## src/rtl/alien_formation_ctrl.sv

```systemverilog
// Alien formation sequencer: frame-paced stepping, edge reversal with drop, and a registered per-alien coordinate lookup.
// Optional ALIEN_FORM_SPEEDUP_EN shortens the step period as aliens die.
module alien_formation_ctrl #(
    parameter int CORDW    = 16,
    parameter int COLS     = 8,
    parameter int ROWS     = 4,
    parameter int SPR_W    = 16,
    parameter int SPR_H    = 16,
    parameter int GAP_X    = 8,
    parameter int GAP_Y    = 8,
    parameter int STEP_X   = 2,
    parameter int DROP_Y   = 8,
    parameter int SCREEN_W = 640,
    parameter int MARGIN   = 8,
    parameter int START_X  = 64,
    parameter int START_Y  = 48,
    parameter int LAND_Y   = 448
) (
    input  logic                      clk,
    input  logic                      rst,
    input  logic                      frame,
    input  logic                      start,
    input  logic [7:0]                period,
    input  logic [ROWS*COLS-1:0]      alive_mask,
    input  logic [$clog2(COLS)-1:0]   req_col,
    input  logic [$clog2(ROWS)-1:0]   req_row,
    output logic [CORDW-1:0]          spr_x,
    output logic [CORDW-1:0]          spr_y,
    output logic [CORDW-1:0]          form_x,
    output logic [CORDW-1:0]          form_y,
    output logic                      dir_left,
    output logic                      step,
    output logic                      landed,
    output logic                      cleared
);

    localparam logic [CORDW-1:0] PITCH_X   = CORDW'(SPR_W + GAP_X);
    localparam logic [CORDW-1:0] PITCH_Y   = CORDW'(SPR_H + GAP_Y);
    localparam logic [CORDW-1:0] C_SPR_W   = CORDW'(SPR_W);
    localparam logic [CORDW-1:0] C_SPR_H   = CORDW'(SPR_H);
    localparam logic [CORDW-1:0] C_STEP_X  = CORDW'(STEP_X);
    localparam logic [CORDW-1:0] C_DROP_Y  = CORDW'(DROP_Y);
    localparam logic [CORDW-1:0] C_START_X = CORDW'(START_X);
    localparam logic [CORDW-1:0] C_START_Y = CORDW'(START_Y);
    localparam logic [CORDW-1:0] C_LAND_Y  = CORDW'(LAND_Y);
    localparam logic [CORDW-1:0] LEFT_LIM  = CORDW'(MARGIN + STEP_X);
    localparam logic [CORDW-1:0] RIGHT_LIM = CORDW'(SCREEN_W - MARGIN);

    typedef enum logic [2:0] {
        S_IDLE    = 3'd0,
        S_WAIT    = 3'd1,
        S_CHECK   = 3'd2,
        S_MOVE    = 3'd3,
        S_DROP    = 3'd4,
        S_LANDED  = 3'd5,
        S_CLEARED = 3'd6
    } state_t;

    state_t           state_r;
    logic [7:0]       frame_cnt_r;
    logic [7:0]       eff_period_s;
    logic [CORDW-1:0] br_r;
    logic [COLS-1:0]  col_alive_s;
    logic [ROWS-1:0]  row_alive_s;
    logic [CORDW-1:0] lc_s, rc_s, br_s;
    logic [CORDW-1:0] left_edge_s, right_edge_s, drop_y_s, bottom_s;
    logic             any_alive_s, can_move_s, land_s;

    // Surviving column/row extents and edge tests for the current position
    always_comb begin
        col_alive_s = '0;
        row_alive_s = '0;
        for (int r = 0; r < ROWS; r++) begin
            for (int c = 0; c < COLS; c++) begin
                if (alive_mask[r*COLS+c]) begin
                    col_alive_s[c] = 1'b1;
                    row_alive_s[r] = 1'b1;
                end else begin
                    col_alive_s[c] = col_alive_s[c];
                end
            end
        end
        lc_s = '0;
        rc_s = '0;
        br_s = '0;
        for (int c = COLS - 1; c >= 0; c--) begin
            if (col_alive_s[c]) lc_s = CORDW'(c);
            else                lc_s = lc_s;
        end
        for (int c = 0; c < COLS; c++) begin
            if (col_alive_s[c]) rc_s = CORDW'(c);
            else                rc_s = rc_s;
        end
        for (int r = 0; r < ROWS; r++) begin
            if (row_alive_s[r]) br_s = CORDW'(r);
            else                br_s = br_s;
        end
        any_alive_s  = |alive_mask;
        left_edge_s  = form_x + lc_s * PITCH_X;
        right_edge_s = form_x + rc_s * PITCH_X + C_SPR_W;
        if (dir_left) can_move_s = (left_edge_s >= LEFT_LIM);
        else          can_move_s = (right_edge_s + C_STEP_X <= RIGHT_LIM);
        // Bottom row captured at CHECK so a late mask change cannot alter the landing decision
        drop_y_s = form_y + C_DROP_Y;
        bottom_s = drop_y_s + br_r * PITCH_Y + C_SPR_H;
        land_s   = (bottom_s >= C_LAND_Y);
    end

`ifdef ALIEN_FORM_SPEEDUP_EN
    logic [7:0] dead_cnt_r;
    logic [7:0] speedup_s;

    function automatic logic [7:0] popcount(input logic [ROWS*COLS-1:0] v);
        logic [7:0] n;
        n = 8'd0;
        for (int i = 0; i < ROWS*COLS; i++) n = n + {7'd0, v[i]};
        return n;
    endfunction

    // Dead-alien count refreshed while waiting for the next step
    always_ff @(posedge clk) begin
        if (rst)                    dead_cnt_r <= 8'd0;
        else if (state_r == S_WAIT) dead_cnt_r <= 8'(ROWS*COLS) - popcount(alive_mask);
    end

    // Effective period shrinks by one frame per four dead aliens, floor of 1
    always_comb begin
        speedup_s = dead_cnt_r >> 2;
        if (period > speedup_s) eff_period_s = period - speedup_s;
        else                    eff_period_s = 8'd1;
    end
`else
    // Effective period with zero treated as one
    always_comb begin
        if (period == 8'd0) eff_period_s = 8'd1;
        else                eff_period_s = period;
    end
`endif

    // Formation FSM, position registers and coordinate lookup
    always_ff @(posedge clk) begin
        if (rst) begin
            state_r     <= S_IDLE;
            form_x      <= C_START_X;
            form_y      <= C_START_Y;
            dir_left    <= 1'b0;
            step        <= 1'b0;
            landed      <= 1'b0;
            cleared     <= 1'b0;
            spr_x       <= '0;
            spr_y       <= '0;
            frame_cnt_r <= 8'd0;
            br_r        <= '0;
        end else begin
            spr_x <= form_x + CORDW'(req_col) * PITCH_X;
            spr_y <= form_y + CORDW'(req_row) * PITCH_Y;
            step  <= 1'b0;
            if (start) begin
                form_x      <= C_START_X;
                form_y      <= C_START_Y;
                dir_left    <= 1'b0;
                landed      <= 1'b0;
                cleared     <= 1'b0;
                frame_cnt_r <= 8'd0;
                state_r     <= S_WAIT;
            end else begin
                case (state_r)
                    S_IDLE: state_r <= S_IDLE;
                    S_WAIT: begin
                        if (frame) begin
                            if (frame_cnt_r >= eff_period_s - 8'd1) begin
                                frame_cnt_r <= 8'd0;
                                state_r     <= S_CHECK;
                            end else begin
                                frame_cnt_r <= frame_cnt_r + 8'd1;
                            end
                        end
                    end
                    S_CHECK: begin
                        br_r <= br_s;
                        if (!any_alive_s) begin
                            cleared <= 1'b1;
                            state_r <= S_CLEARED;
                        end else if (can_move_s) begin
                            state_r <= S_MOVE;
                        end else begin
                            state_r <= S_DROP;
                        end
                    end
                    S_MOVE: begin
                        form_x  <= dir_left ? form_x - C_STEP_X : form_x + C_STEP_X;
                        step    <= 1'b1;
                        state_r <= S_WAIT;
                    end
                    S_DROP: begin
                        form_y   <= drop_y_s;
                        dir_left <= ~dir_left;
                        step     <= 1'b1;
                        if (land_s) begin
                            landed  <= 1'b1;
                            state_r <= S_LANDED;
                        end else begin
                            state_r <= S_WAIT;
                        end
                    end
                    S_LANDED:  state_r <= S_LANDED;
                    S_CLEARED: state_r <= S_CLEARED;
                    default:   state_r <= S_IDLE;
                endcase
            end
        end
    end

endmodule
```

## config.mk

```make
export PLATFORM = sky130hd
export DESIGN_NAME = alien_formation_ctrl
export DESIGN_NICKNAME = d
export VERILOG_FILES = /design/src/rtl/alien_formation_ctrl.sv
export SDC_FILE = /design/constraint.sdc
export NUM_CORES = 1
export LEC_CHECK = 0
export BUFFER_PORTS_ARGS = -buffer_cell sky130_fd_sc_hd__buf_2
export CAP_MARGIN = 20
export CORE_ASPECT_RATIO = 0.5
export CORE_MARGIN = 4
export CORE_UTILIZATION = 51
export CTS_CLUSTER_SIZE = 28
export DETAILED_ROUTE_END_ITERATION = 7
export PLACE_DENSITY = 0.75
export SLEW_MARGIN = 20
export SYNTH_ARGS = -nofsm -noshare
export SYNTH_HDL_FRONTEND = slang
export SYNTH_SLANG_ARGS = --single-unit
```

## constraint.sdc

```tcl
create_clock -name clk -period 5.1 [get_ports clk]
set_input_delay 0 -clock clk [delete_from_list [all_inputs] [get_ports clk]]
set_output_delay 0 -clock clk [all_outputs]
set_load 0.005 [all_outputs]
```

# Word level (Yosys, flattened, before mapping)
# Cells that the tools add are included.
word_totals:
  regBits: 95
  word_cells: 143
  inputBits: 49
  output_inout_bits: 68
op_classes:
  mux: 86
  n_addsub: 13
  reduce_logical: 10
  n_lt_le_gt_ge: 4
  bitwise_logic: 3
  multipliers: 5
  eq_ne: 10
ops:
  columns: ["op", "count"]
  rows:
  - ["16-bit two-way mux", 16]
  - ["1-bit two-way mux", 61]
  - ["16-bit adder", 3]
  - ["16-bit by 2-bit multiplier with 13-bit output, second input constant", 3]
  - ["16-bit by 2-bit adder with 16-bit output, second input constant", 2]
  - ["16-bit by 5-bit adder with 16-bit output, second input constant", 2]
  - ["32-bit OR reduction", 1]
  - ["3-bit two-way mux", 6]
  - ["3-bit one-hot mux with 6 select lines", 1]
  - ["16-bit by 4-bit adder with 16-bit output, second input constant", 1]
  - ["16-bit by 7-bit adder with 16-bit output", 1]
  - ["16-bit by 8-bit adder with 16-bit output", 1]
  - ["16-bit by 4-bit greater-or-equal comparator with 1-bit output, second input constant", 1]
  - ["16-bit by 9-bit greater-or-equal comparator with 1-bit output, second input constant", 1]
  - ["16-bit by 10-bit less-or-equal comparator with 1-bit output, second input constant", 1]
  - ["8-bit two-way mux", 2]
  - ["16-bit by 2-bit subtractor with 16-bit output, second input constant", 1]
  - ["2-bit AND reduction", 6]
  - ["3-bit == test, second input constant", 3]
  - ["8-bit by 1-bit adder with 8-bit output, second input constant", 1]
  - ["8-bit greater-or-equal comparator", 1]
  - ["8-bit logical NOT", 1]
  - ["8-bit by 1-bit subtractor with 8-bit output, second input constant", 1]
  - ["3-bit by 2-bit == test with 1-bit output, second input constant", 2]
  - ["other kinds (7)", 12]

# Depth between registers and ports, before layout
# Gate-level depths: netlist of run 1.
logic_depth:
  ltp_word: 21
  ltp_mapped: 19
  depth_no_buf: 18

# Least setup slack after synthesis of run 1
# No wires, ideal clock.
synth_timing:
  path_type: "input to register"
  from: "in alive_mask[5]"
  to: "reg state_r[2]"
  t_required_ns: 4.981
  cell_stages: 17
  setup_time_ns: 0.119
  t_arrival_ns: 3.820
  slack_ns: 1.162
  n_path_buf: 1
  path_cell_list: "or4_1 -> nor2_1 -> nand2_1 -> nand2_1 -> ha_1 -> fa_1 -> ha_1 -> ha_1 -> buf_6 -> a21oi_1 -> a21oi_1 -> o211ai_1 -> mux2i_1 -> o21ai_0 -> o41ai_2 -> o21ai_1 -> o221a_1"
synth_via:
  elab_chain_len: 17
  elab_cells_between_ends: 26
  cone_classes: "add/sub (4); mul (2); order compare (2); mux (17); reduce/logical (1)"
synth_lines:
  columns: ["element", "line", "rtl"]
  rows:
  - ["start, declared", "24", "input logic [ROWS*COLS-1:0] alive_mask,"]
  - ["parallel branches: the longest is 15 deep, another holds 16-bit by 2-bit multiplier with 13-bit output", null, null]
  - ["3-bit two-way mux (*)", "181", "if (!any_alive_s) begin"]
  - ["3-bit one-hot mux with 6 select lines (*)", "167", "case (state_r)"]
  - ["end signal, assigned", "168", "S_IDLE: state_r <= S_IDLE;"]
  - ["end signal, assigned", "183", "state_r <= S_CLEARED;"]
  - ["end signal, assigned", "185", "state_r <= S_MOVE;"]
  - ["end, declared", "59", "state_t state_r;"]
# Every way passes the cells marked *.
# A chain may end at the register's enable or synchronous reset.

# Worst setup path in the final report of run 1
# Same ends and word-level chain as after synthesis.

==> reports/results.ini, run 1 <==
[synth]
syn_area_per_cell_um2 = 8.14
ys_seq_area_share_pct = 24.9
synth_area_mm2 = 0.00588
ys_ff_latch = 73
synth_warnings = 0
synth_ff_type = dfxtp_1
ys_types = 63
synthCells = 722
synth_edf_count = 0
ys_async_sr_fraction_pct = 0

[die]
pin_count = 117
coreArea_mm2 = 0.0111
fp.dieH_um = 83.9
rows = 27
dieArea_mm2 = 0.0134
initial_utilization_pct = 52.9
die_x_um = 160

[critical_path]
crit_arrival_ps = 4330
r2r_start = form_x[4]
crit_buf_inv = 1
path_delay_family = compound AO/OA/AOI/OAI gates
r2r-end = state_r[2]
crit_chain = buf_2 -> or4_1 -> nor2_1 -> nand2_1 -> nand2_1 -> ha_1 -> fa_1 -> ha_1 -> ha_1 -> a21oi_1 -> a21oi_1 -> o211ai_1 -> mux2i_1 -> o21ai_0 -> o41ai_2 -> o21ai_1 -> o221a_1
worstSetupPathType = primary input to flip-flop
cp-startpoint = alive_mask[5]
path_max_fanout = 7
cp-start-kind = primary input
slowest_stage = or4_1
rrSetupSlack_ps = 1770
timing.critical_path.mode_cell = ha_1
rr_worst_depth = 12
crit_required_ps = 5330
crit_path_end_kind = flip-flop
slowest_delay_ps = 560

[layout]
antenna_cells = 0
layout.area.seq_mm2 = 0.00146
multi_input_area_mm2 = 0.00413
fin_util_pct = 60.7
syn2layout_area_growth_pct = 14.8
n_fill_cell = 989
drive_gt1_share_pct = 17.1
mostFrequentLayoutCell = buf_2
nNetsFinal = 947
layout_common_cells = buf_2 (108), dfxtp_1 (73), ha_1 (72)

[sta]
finalSetupViolations = 0
fin_crit_ps = 4100
slew_headroom_pct = 52.6
min_period_over_period_pct = 80.4
drv_slew = 0
timing.hold.ws_ps = 13.0
tightestPinTransition_ps = 712
setup_tns_ps = 0
finalClockSkew_ps = 13.5
hold_viol_final = 0
max_freq_ghz = 0.244
rsz0062_at_grt = no

[drt]
drc = 0
drtAntennaViolNets = 0
num_vias = 5467
drt-initial-drc-count = 254
vias_per_cell = 5.65
wirelength_mm = 14.2
drt-wirelength-per-cell_um = 14.7
first_pass_iters = 5

[power_and_ir_drop]
p_per_area_mw_per_mm2 = 198
p_switching_mw = 0.327
ir_worst_vdd_uv = 128
power_leakage_nw = 3.05
seqPwrFrac_pct = 43.5
power_frac_clock_pct = 48.2
switching_share_pct = 24.5
p_comb_share_pct = 8.4
power.internal_mw = 1.01

[cts]
cts_tree = yes
clkSinkCount = 73
cts.reportedPaths.clkPinSlew_ps = 60
clock_latency_ps = 350
htree_levels = 3
cts_buffers = 9
cts_buffer_depth = 2
cts-root-buf = clkbuf_16
cts_setup_buffers = 0
cts-resized-gates = 0

[worst_hold_path]
holdPathEnd = spr_x[3]
min_from = req_col[0]
min_delay_path_depth = 3
hold_class = primary input to flip-flop

[run]
cap_viol_max_count = 0

[global_routing]
antenna_found_initial = 0
grt_pass1_vias = 5129
grt_max_degree = 34
grt-ovfl-total = 0
grtUsageTotal_pct = 21.1
grt_pass1_wl_mm = 23.8

[placed_design]
port_buffers = 108
place.gp.congestion = 0.936
dp_hpwl_mm = 10.8

[run_status]
status = finished, final reports clean

[power by group through the flow]
stage | logic, mW | registers, mW | clock network [mW]
after floorplan | 0.0697 | 0.594 | 0
after global placement | 0.108 | 0.593 | 0
after detailed placement | 0.111 | 0.593 | 0
after CTS | 0.112 | 0.580 | 0.652
after global routing | 0.127 | 0.581 | 0.682
final | 0.112 | 0.580 | 0.643
[synthesized netlist by cell type (8+ instances only)]
cell type	instances	share of area (%)
xnor2_1	36	5.4
nor2b_1	13	1.4
nor4_1	13	1.4
o21ai_0	46	3.9
dfxtp_1	73	25
nand3_1	18	1.5
a21o_1	19	2.4
buf_4	9	1.1
nand2b_1	8	0.85
a211oi_1	11	1.4
nand2_1	57	3.6
a21oi_1	62	5.3
or3_1	21	2.2
ha_1	72	15
clkbuf_1	15	0.96
nand4_1	9	0.96
and3_1	9	0.96
nor2_1	61	3.9
inv_1	32	2.0
xor2_1	21	3.1
or4_1	8	1.0
fa_1	8	2.7
nor3_1	15	1.3
[kinds of logic (layout without fill, tap and decap cells)]
| group | after synthesis | count (layout) | share of synthesized area [%] |
|---|---|---|---|
| other | 1 | 8 | 0.0638 |
| adder cells (fa/ha/maj) | 80 | 80 | 18.1 |
| AND/OR/NAND/NOR | 257 | 257 | 22.3 |
| flip-flops | 73 | 73 | 24.9 |
| multiplexers | 3 | 3 | 0.511 |
| XOR/XNOR | 57 | 57 | 8.49 |
| AO/OA/AOI/OAI | 187 | 187 | 20.4 |
| buffers and inverters | 64 | 158 | 5.34 |
[what timing repair did]
item	4_1_cts	5_1_grt
hold buffers	1	0
hold endpoints to repair	1	0
endpoints found under the setup margin	0	0
[flip-flops by register name, summed over array words and instances, names as in the netlist]
register,cells
form_y,13
frame_cnt_r,8
state_r,3
cleared,1
step,1
br_r,2
landed,1
spr_y,13
dir_left,1
spr_x,15
form_x,15
[worst max-delay path by stage]
stage	to	cells after the start
finish	state_r[2]	17
global route	state_r[2]	19
CTS	state_r[2]	17
detailed placement	state_r[2]	17
global placement	state_r[2]	17
floorplan	state_r[2]	17
[tightest hold or removal path, cell delays in order]
cell,delay [ps]
buf_2,90
ha_1,120
nor2b_1,110
[per-stage QoR]
stage / instances / area [um2] / setup WS [ps] / total power, mW
after detailed placement: 951 / 6440 / 714 / 0.704
final: 968 / 6750 / 999 / 1.34
after CTS: 968 / 6750 / 1040 / 1.34
after global placement: 951 / 6440 / 872 / 0.701
after global routing: 968 / 6750 / 767 / 1.39
after floorplan: 729 / 5900 / 1160 / 0.664
[per-layer routing]
layer / track usage [%] / vias up / share of wire, %
li1: - / 2765 / -
met1: 27.4 / 2497 / 48
met2: 35.2 / 172 / 45
met3: 3.90 / 33 / 5.1
met4: 7.18 / 0 / 2.2
met5: 0 / - / 0
[layout make-up]
cell class | count | share of cell area [%]
Multi-Input combinational cell | 592 | 61.2
Sequential cell | 73 | 21.7
Timing Repair Buffer | 110 | 8.27
Clock buffer | 10 | 3.39
Tap cell | 145 | 2.69
Inverter | 32 | 1.78
Clock inverter | 6 | 1.00
(Power assumes the default switching activity.)
==> run 2, diff against run 1 <==
--- a/config.mk
+++ b/config.mk
@@ -5,6 +5,7 @@
 export SDC_FILE = /design/constraint.sdc
 export NUM_CORES = 1
 export LEC_CHECK = 0
+export ABC_AREA = 1
 export BUFFER_PORTS_ARGS = -buffer_cell sky130_fd_sc_hd__buf_2
 export CAP_MARGIN = 20
 export CORE_ASPECT_RATIO = 0.5
@@ -12,7 +13,7 @@
 export CORE_UTILIZATION = 51
 export CTS_CLUSTER_SIZE = 28
 export DETAILED_ROUTE_END_ITERATION = 7
-export PLACE_DENSITY = 0.75
+export PLACE_DENSITY = 0.74
 export SLEW_MARGIN = 20
 export SYNTH_ARGS = -nofsm -noshare
 export SYNTH_HDL_FRONTEND = slang
==> constraint.sdc (replaced) <==
create_clock -name clk -period 4 [get_ports clk]
set_input_delay 0 -clock clk [delete_from_list [all_inputs] [get_ports clk]]
set_output_delay 0 -clock clk [all_outputs]
set_load 0.005 [all_outputs]
==> run 2 against run 1 <==
  * Register-to-register slack got worse by 630 ps
  * Power up 30%
  * Flip-flop and latch count unchanged
  * Final area grew 5.7%
  * Clock skew decreased by 8.8 ps
==> reports/results.ini, run 2 <==
[layout]
layout_common_cells = nand2_1 (194), inv_1 (133), buf_2 (108)  ; was buf_2 (108), dfxtp_1 (73), ha_1 (72)
syn2layout_area_growth_pct = 16.5  ; was 14.8%
drive_gt1_share_pct = 15.1  ; was 17.1%
largestRegisters = form_x x15, spr_x x15  ; unchanged
mostFrequentLayoutCell = nand2_1  ; was buf_2
nNetsFinal = 1157  ; was 947
antenna_cells = 0  ; unchanged
n_fill_cell = 1119  ; was 989

[sta]
rsz0062_at_grt = no  ; unchanged
finalWorstSetupSlack_ps = 493  ; was 999 ps
tightestPinTransition_ps = 761  ; was 712 ps
finalClockSkew_ps = 4.67  ; was 13.5 ps
setup_tns_ps = 0  ; unchanged
min_period_over_period_pct = 87.7
timing.hold.ws_ps = 12.0  ; was 13.0 ps
fin_crit_ps = 3510
drv_slew = 0  ; unchanged
slew_headroom_pct = 49.2  ; was 52.6%
max_freq_ghz = 0.285
hold_viol_final = 0  ; unchanged
finalSetupViolations = 0  ; unchanged

[placed_design]
dp_slack_ps = 140  ; was 714 ps
place.gp.congestion = 0.899  ; was 0.936
port_buffers = 108  ; unchanged
dp_hpwl_mm = 12.9  ; was 10.8 mm

[power_and_ir_drop]
p_switching_mw = 0.444  ; was 0.327 mW
power_leakage_nw = 3.80  ; was 3.05 nW
p_per_area_mw_per_mm2 = 244  ; was 198 mW/mm2
seqPwrFrac_pct = 42.9  ; was 43.5%
switching_share_pct = 25.5  ; was 24.5%
ir_worst_vdd_uv = 210  ; was 128 uV
power.internal_mw = 1.29  ; was 1.01 mW
p_comb_share_pct = 10.1  ; was 8.4%
power_frac_clock_pct = 47.0  ; was 48.2%
total_power_mw = 1.74  ; was 1.34 mW

[synth]
synthTopCellsByArea = dfxtp_1 (24%), ha_1 (15%), nand2_1 (12%)  ; was dfxtp_1 (25%), ha_1 (15%), xnor2_1 (5.4%)
synthXorXnorAreaFrac_pct = 4.55  ; was 8.49%
synth_area_mm2 = 0.00613  ; was 0.00588 mm2
synthCells = 916  ; was 722
synth_warnings = 0  ; unchanged
synth_compound_area_share_pct = 14.4  ; was 20.4%
syn_area_per_cell_um2 = 6.69  ; was 8.14 um2
synth_edf_count = 0  ; unchanged
synth_ff_type = dfxtp_1  ; unchanged
ys_async_sr_fraction_pct = 0  ; unchanged
synth_area_leader_cell = dfxtp_1  ; unchanged
ys_types = 46  ; was 63
synth_fa_ha_area_share_pct = 17.3  ; was 18.1%
synth_most_common_cell = nand2_1  ; was dfxtp_1
ys_ff_latch = 73  ; unchanged
ys_seq_area_share_pct = 23.9  ; was 24.9%
synthSimpleGateAreaFrac_pct = 29.7  ; was 22.3%
synth_common_cells = nand2_1 (194), inv_1 (133), nor2_1 (98)  ; was dfxtp_1 (73), ha_1 (72), a21oi_1 (62)
synthMuxAreaShare_pct = 0  ; was 0.511%
synth_top_area_share_pct = 23.9  ; was 24.9%
synth_top_family_by_area = simple AND/OR/NAND/NOR gates  ; unchanged

[drt]
num_vias = 6239  ; was 5467
first_pass_iters = 4  ; was 5
drc = 0  ; unchanged
drt-initial-drc-count = 331  ; was 254
wirelength_mm = 16.3  ; was 14.2 mm
drt-wirelength-per-cell_um = 13.6  ; was 14.7 um
drtAntennaViolNets = 0  ; unchanged
vias_per_cell = 5.23  ; was 5.65

[critical_path]
slowest_delay_ps = 400  ; was 560 ps
crit_required_ps = 4190  ; was 5330 ps
timing.critical_path.mode_cell = nand2_1  ; was ha_1
crit_path_end_kind = flip-flop  ; unchanged
worstSetupPathType = primary input to flip-flop  ; unchanged
cp-start-kind = primary input  ; unchanged
path_max_fanout = 5  ; was 7
crit_arrival_ps = 3700  ; was 4330 ps
rrSetupSlack_ps = 1140  ; was 1770 ps
slowest_stage = nor4_1  ; was or4_1

[run_status]
status = finished, final reports clean  ; unchanged

[global_routing]
grt_pass1_wl_mm = 26.8  ; was 23.8 mm
grt_max_degree = 23  ; was 34
grt_pass1_vias = 5808  ; was 5129
grtUsageTotal_pct = 23.3  ; was 21.1%
grt-ovfl-total = 0  ; unchanged
antenna_found_initial = 0  ; unchanged

[die]
die_x_um = 163  ; was 160 um
coreArea_mm2 = 0.0114  ; was 0.0111 mm2
dieArea_mm2 = 0.0139  ; was 0.0134 mm2
fp.dieH_um = 85.5  ; was 83.9 um
initial_utilization_pct = 54.0  ; was 52.9%
pin_count = 117  ; unchanged
rows = 27  ; unchanged

[cts]
htree_levels = 3  ; unchanged
clkSinkCount = 73  ; unchanged
cts_buffers = 9  ; unchanged
cts_tree = yes  ; unchanged
cts.reportedPaths.clkPinSlew_ps = 60  ; about the same
clock_latency_ps = 340  ; was 350 ps
cts-root-buf = clkbuf_16  ; unchanged
cts_buffer_depth = 2  ; unchanged

[run]
cap_viol_max_count = 0  ; unchanged

[worst_hold_path]
hold_class = primary input to flip-flop  ; unchanged

-- run 2: changes by cell type after synthesis, sizes merged, moves of 8 or more --
cell,previous run,this run
and3,9,0
xnor2,36,7
or3,21,0
nor2b,13,0
a211oi,11,3
or4,8,0
a21o,20,4
nand2b,8,0
nor2,61,103
nand3,19,66
a21oi,62,81
nand2,57,197
clkbuf,17,8
inv,32,137
-- run 2: power groups by stage --
stage | Sequential (mW) | Clock, mW | Combinational, mW
2_1_floorplan | 0.763 | 0 | 0.105
3_3_place_gp | 0.762 | 0 | 0.170
3_5_place_dp | 0.762 | 0 | 0.174
4_1_cts | 0.746 | 0.825 | 0.175
5_1_grt | 0.747 | 0.860 | 0.201
6_report | 0.746 | 0.817 | 0.176
-- run 2: per-stage QoR --
| step | utilization, % | cells | cell area [um2] |
|---|---|---|---|
| global placement | 60.1 | 1176 | 6830 |
| detailed placement | 60.1 | 1176 | 6830 |
| CTS | 62.7 | 1192 | 7120 |
| global route | 62.9 | 1192 | 7130 |
| finish | 62.9 | 1192 | 7130 |
| floorplan | - | 923 | 6150 |
-- run 2: timing repair --
item                                    CTS  global route
endpoints found under the setup margin    0             2
hold buffers                              0             0
gates resized for setup                   0             2
buffers inserted                          0             0
-- run 2: cell families after synthesis --
| group | count (synthesis) |
|---|---|
| simple gates | 413 |
| other cells | 1 |
| compound gates | 161 |
| xor+xnor | 31 |
| buf+inv | 157 |
| fa+ha+maj | 80 |
| flops | 73 |
-- run 2: critical path, delay by kind of cell --
family	cells	cell delay [ps]
simple gates	16	1640
xor+xnor	1	160
buf+inv	3	270
fa+ha+maj	4	1280
compound gates	3	330
-- run 2: layer usage --
| metal | share of wire (%) | GRT usage, % | vias up |
|---|---|---|---|
| li1 | - | - | 3219 |
| met1 | 46 | 29.5 | 2802 |
| met2 | 45 | 40.1 | 185 |
| met3 | 7.1 | 5.71 | 33 |
| met4 | 2.0 | 6.39 | 0 |
| met5 | 0 | 0 | - |
-- run 2: path summary, 6_finish.rpt --
check,cells after the start,startpoint,end
setup / recovery,27,alive_mask[1],state_r[2]
hold / removal,4,req_col[0],spr_x[3]
setup reg to reg,17,form_y[4],state_r[2]
hold reg to reg,2,cleared,cleared
-- run 2: cell type report --
| type | count | area, um2 | area share, % |
|---|---|---|---|
| clock buffers | 10 | 229 | 3.21 |
| clock inverters | 6 | 67.6 | 0.947 |
| inverters | 138 | 518 | 7.26 |
| multi-input cells | 693 | 4080 | 57.2 |
| flip-flops and latches | 73 | 1460 | 20.5 |
| well taps | 159 | 199 | 2.79 |
| repair buffers | 113 | 578 | 8.10 |
==> run 3, diff against run 2 <==
--- a/config.mk
+++ b/config.mk
@@ -14,6 +14,7 @@
 export CTS_CLUSTER_SIZE = 28
 export DETAILED_ROUTE_END_ITERATION = 7
 export PLACE_DENSITY = 0.74
+export REMOVE_ABC_BUFFERS = 1
 export SLEW_MARGIN = 20
 export SYNTH_ARGS = -nofsm -noshare
 export SYNTH_HDL_FRONTEND = slang
==> run 3 against run 2 <==
  * Fmax shrank 0.63%
  * Sequential power is essentially flat
  * Sequential share of layout area grew 0.058 points
  * Setup slack lost 22 ps
  * Combinational power is essentially flat
  * Highest routed layer unchanged
  * Clock skew grew 1.9 ps
  * Final area shrank 0.28%
  * Global-route usage grew 0.69 points
  * First-iteration DRC count grew 28%
  * Non-clock buffer count shrank 1
  * Flip-flop and latch count is the same
==> reports/results.ini, run 3 (synthesized netlist as in run 2, its figures left out) <==
[global_routing]
antenna_found_initial = 0  ; unchanged
grtUsageTotal_pct = 24.0  ; was 23.3%
grt_pass1_vias = 6030  ; was 5808
grt_max_degree = 23  ; unchanged
grt_pass1_wl_mm = 27.6  ; was 26.8 mm
grt-ovfl-total = 0  ; unchanged

[layout]
drive_gt1_share_pct = 14.8  ; was 15.1%
layout_common_cells = nand2_1 (194), inv_1 (133), buf_2 (108)  ; unchanged
nNetsFinal = 1156  ; was 1157
fin_util_pct = 62.7  ; was 62.9%
n_fill_cell = 1088  ; was 1119
fin_area_mm2 = 0.00711  ; was 0.00713 mm2
antenna_cells = 0  ; unchanged
mostFrequentLayoutCell = nand2_1  ; unchanged
syn2layout_area_growth_pct = 16.1  ; was 16.5%
largestRegisters = form_x x15, spr_x x15  ; unchanged

[drt]
num_vias = 6310  ; was 6239
vias_per_cell = 5.30  ; was 5.23
drtAntennaViolNets = 0  ; unchanged
first_pass_iters = 5  ; was 4
wirelength_mm = 16.5  ; was 16.3 mm
drc = 0  ; unchanged
drt-initial-drc-count = 424  ; was 331
drt-wirelength-per-cell_um = 13.9  ; was 13.6 um

[worst_hold_path]
hold_class = primary input to flip-flop  ; unchanged
min_from = req_col[0]  ; unchanged
min_delay_path_depth = 4  ; unchanged

[sta]
min_period_over_period_pct = 88.2  ; was 87.7%
finalClockSkew_ps = 6.58  ; was 4.67 ps
fin_crit_ps = 3530  ; was 3510 ps
drv_slew = 0  ; unchanged
max_freq_ghz = 0.283  ; was 0.285 GHz
hold_viol_final = 0  ; unchanged
rsz0062_at_grt = no  ; unchanged
slew_headroom_pct = 46.3  ; was 49.2%
setup_tns_ps = 0  ; unchanged
finalSetupViolations = 0  ; unchanged
tightestPinTransition_ps = 805  ; was 761 ps

[cts]
cts.reportedPaths.clkPinSlew_ps = 60  ; about the same
cts_buffer_depth = 2  ; unchanged
cts_buffers = 9  ; unchanged
clock_latency_ps = 340  ; about the same
clkSinkCount = 73  ; unchanged
cts-root-buf = clkbuf_16  ; unchanged
htree_levels = 3  ; unchanged
cts_tree = yes  ; unchanged
cts_hold_buf = 0  ; unchanged
cts-resized-gates = 0  ; unchanged
cts_setup_buffers = 0  ; unchanged

[power_and_ir_drop]
total_power_mw = 1.74  ; about the same
switching_share_pct = 25.6  ; was 25.5%
p_comb_share_pct = 10.2  ; was 10.1%
ir_worst_vdd_uv = 175  ; was 210 uV
p_per_area_mw_per_mm2 = 245  ; was 244 mW/mm2
power_frac_clock_pct = 46.9  ; was 47.0%
seqPwrFrac_pct = 42.9  ; about the same
p_switching_mw = 0.445  ; was 0.444 mW
power_leakage_nw = 3.80  ; about the same
power.internal_mw = 1.29  ; about the same

[placed_design]
place.gp.congestion = 0.927  ; was 0.899
port_buffers = 108  ; unchanged
placed_cell_area_mm2 = 0.00682  ; was 0.00683 mm2
dp_hpwl_mm = 12.9  ; about the same

[critical_path]
crit_required_ps = 4180  ; was 4190 ps
r2r_start = form_y[4]  ; unchanged
worstSetupPathType = primary input to flip-flop  ; unchanged
crit_arrival_ps = 3710  ; was 3700 ps
cp-startpoint = alive_mask[1]  ; unchanged
cp-start-kind = primary input  ; unchanged
rrSetupSlack_ps = 1170  ; was 1140 ps
crit_path_end_kind = flip-flop  ; unchanged
rr_worst_depth = 17  ; unchanged
path_max_fanout = 5  ; unchanged

[die]
rows = 27  ; unchanged
die_x_um = 163  ; unchanged
initial_utilization_pct = 54.0  ; unchanged
dieArea_mm2 = 0.0139  ; unchanged
fp.dieH_um = 85.5  ; unchanged
coreArea_mm2 = 0.0114  ; unchanged
pin_count = 117  ; unchanged

[run_status]
status = finished, final reports clean  ; unchanged

[run]
cap_viol_max_count = 0  ; unchanged

run 3: cell count changes in the layout (fill, tap and decap cells not counted):
cell,change
buf_4,-1
nor4_2,-2
nor4_1,+2
run 3: metal layers:
layer | wire (um) | track usage, % | up-vias
li1 | - | - | 3210
met1 | 7820 | 30.8 | 2866
met2 | 7510 | 42.2 | 199
met3 | 931 | 4.51 | 35
met4 | 274 | 5.78 | 0
met5 | 0 | 0 | -
run 3: layout make-up:
| type | count | area [um2] | share of cell area [%] |
|---|---|---|---|
| sequential | 73 | 1460 | 20.5 |
| tap | 159 | 199 | 2.80 |
| timing repair buffer | 112 | 571 | 8.02 |
| clock buffer | 10 | 229 | 3.22 |
| clock inverter | 6 | 67.6 | 0.950 |
| multi-input combinational | 693 | 4070 | 57.2 |
| inverter | 138 | 518 | 7.28 |
run 3: final timing paths:
kind                     to
max              state_r[2]
min                spr_x[3]
max reg2reg      state_r[2]
min reg2reg  frame_cnt_r[1]
run 3: per-stage QoR:
| step | worst slack [ps] | hold WS [ps] | cells |
|---|---|---|---|
| global route | 13.6 | 46.0 | 1191 |
| finish | 470 | 23.3 | 1191 |
| global placement | 329 | 347 | 1175 |
| detailed placement | 176 | 373 | 1175 |
| floorplan | 713 | 69.1 | 904 |
| CTS | 514 | 20.5 | 1191 |
run 3: worst max-delay path, stage by stage:
cell	delay, ps
buf_2	110
nor4_1	400
inv_1	110
nand2_1	70
nand2_1	40
a21boi_0	160
o21ai_0	150
ha_1	290
fa_1	380
xor2_1	160
inv_1	60
ha_1	270
ha_1	360
nand2_1	110
nor2_1	90
nand2_1	60
nand3_1	170
nand2_1	100
xor2_1	150
nor2_1	100
nand4_1	120
nand2_1	110
nand2_1	50
nand2_1	50
a21oi_1	50
run 3: power groups by stage:
stage	clock [mW]	combinational (mW)	sequential [mW]
2_1_floorplan	0	0.0970	0.763
3_3_place_gp	0	0.173	0.763
3_5_place_dp	0	0.176	0.763
4_1_cts	0.830	0.178	0.747
5_1_grt	0.861	0.204	0.747
6_report	0.815	0.178	0.747
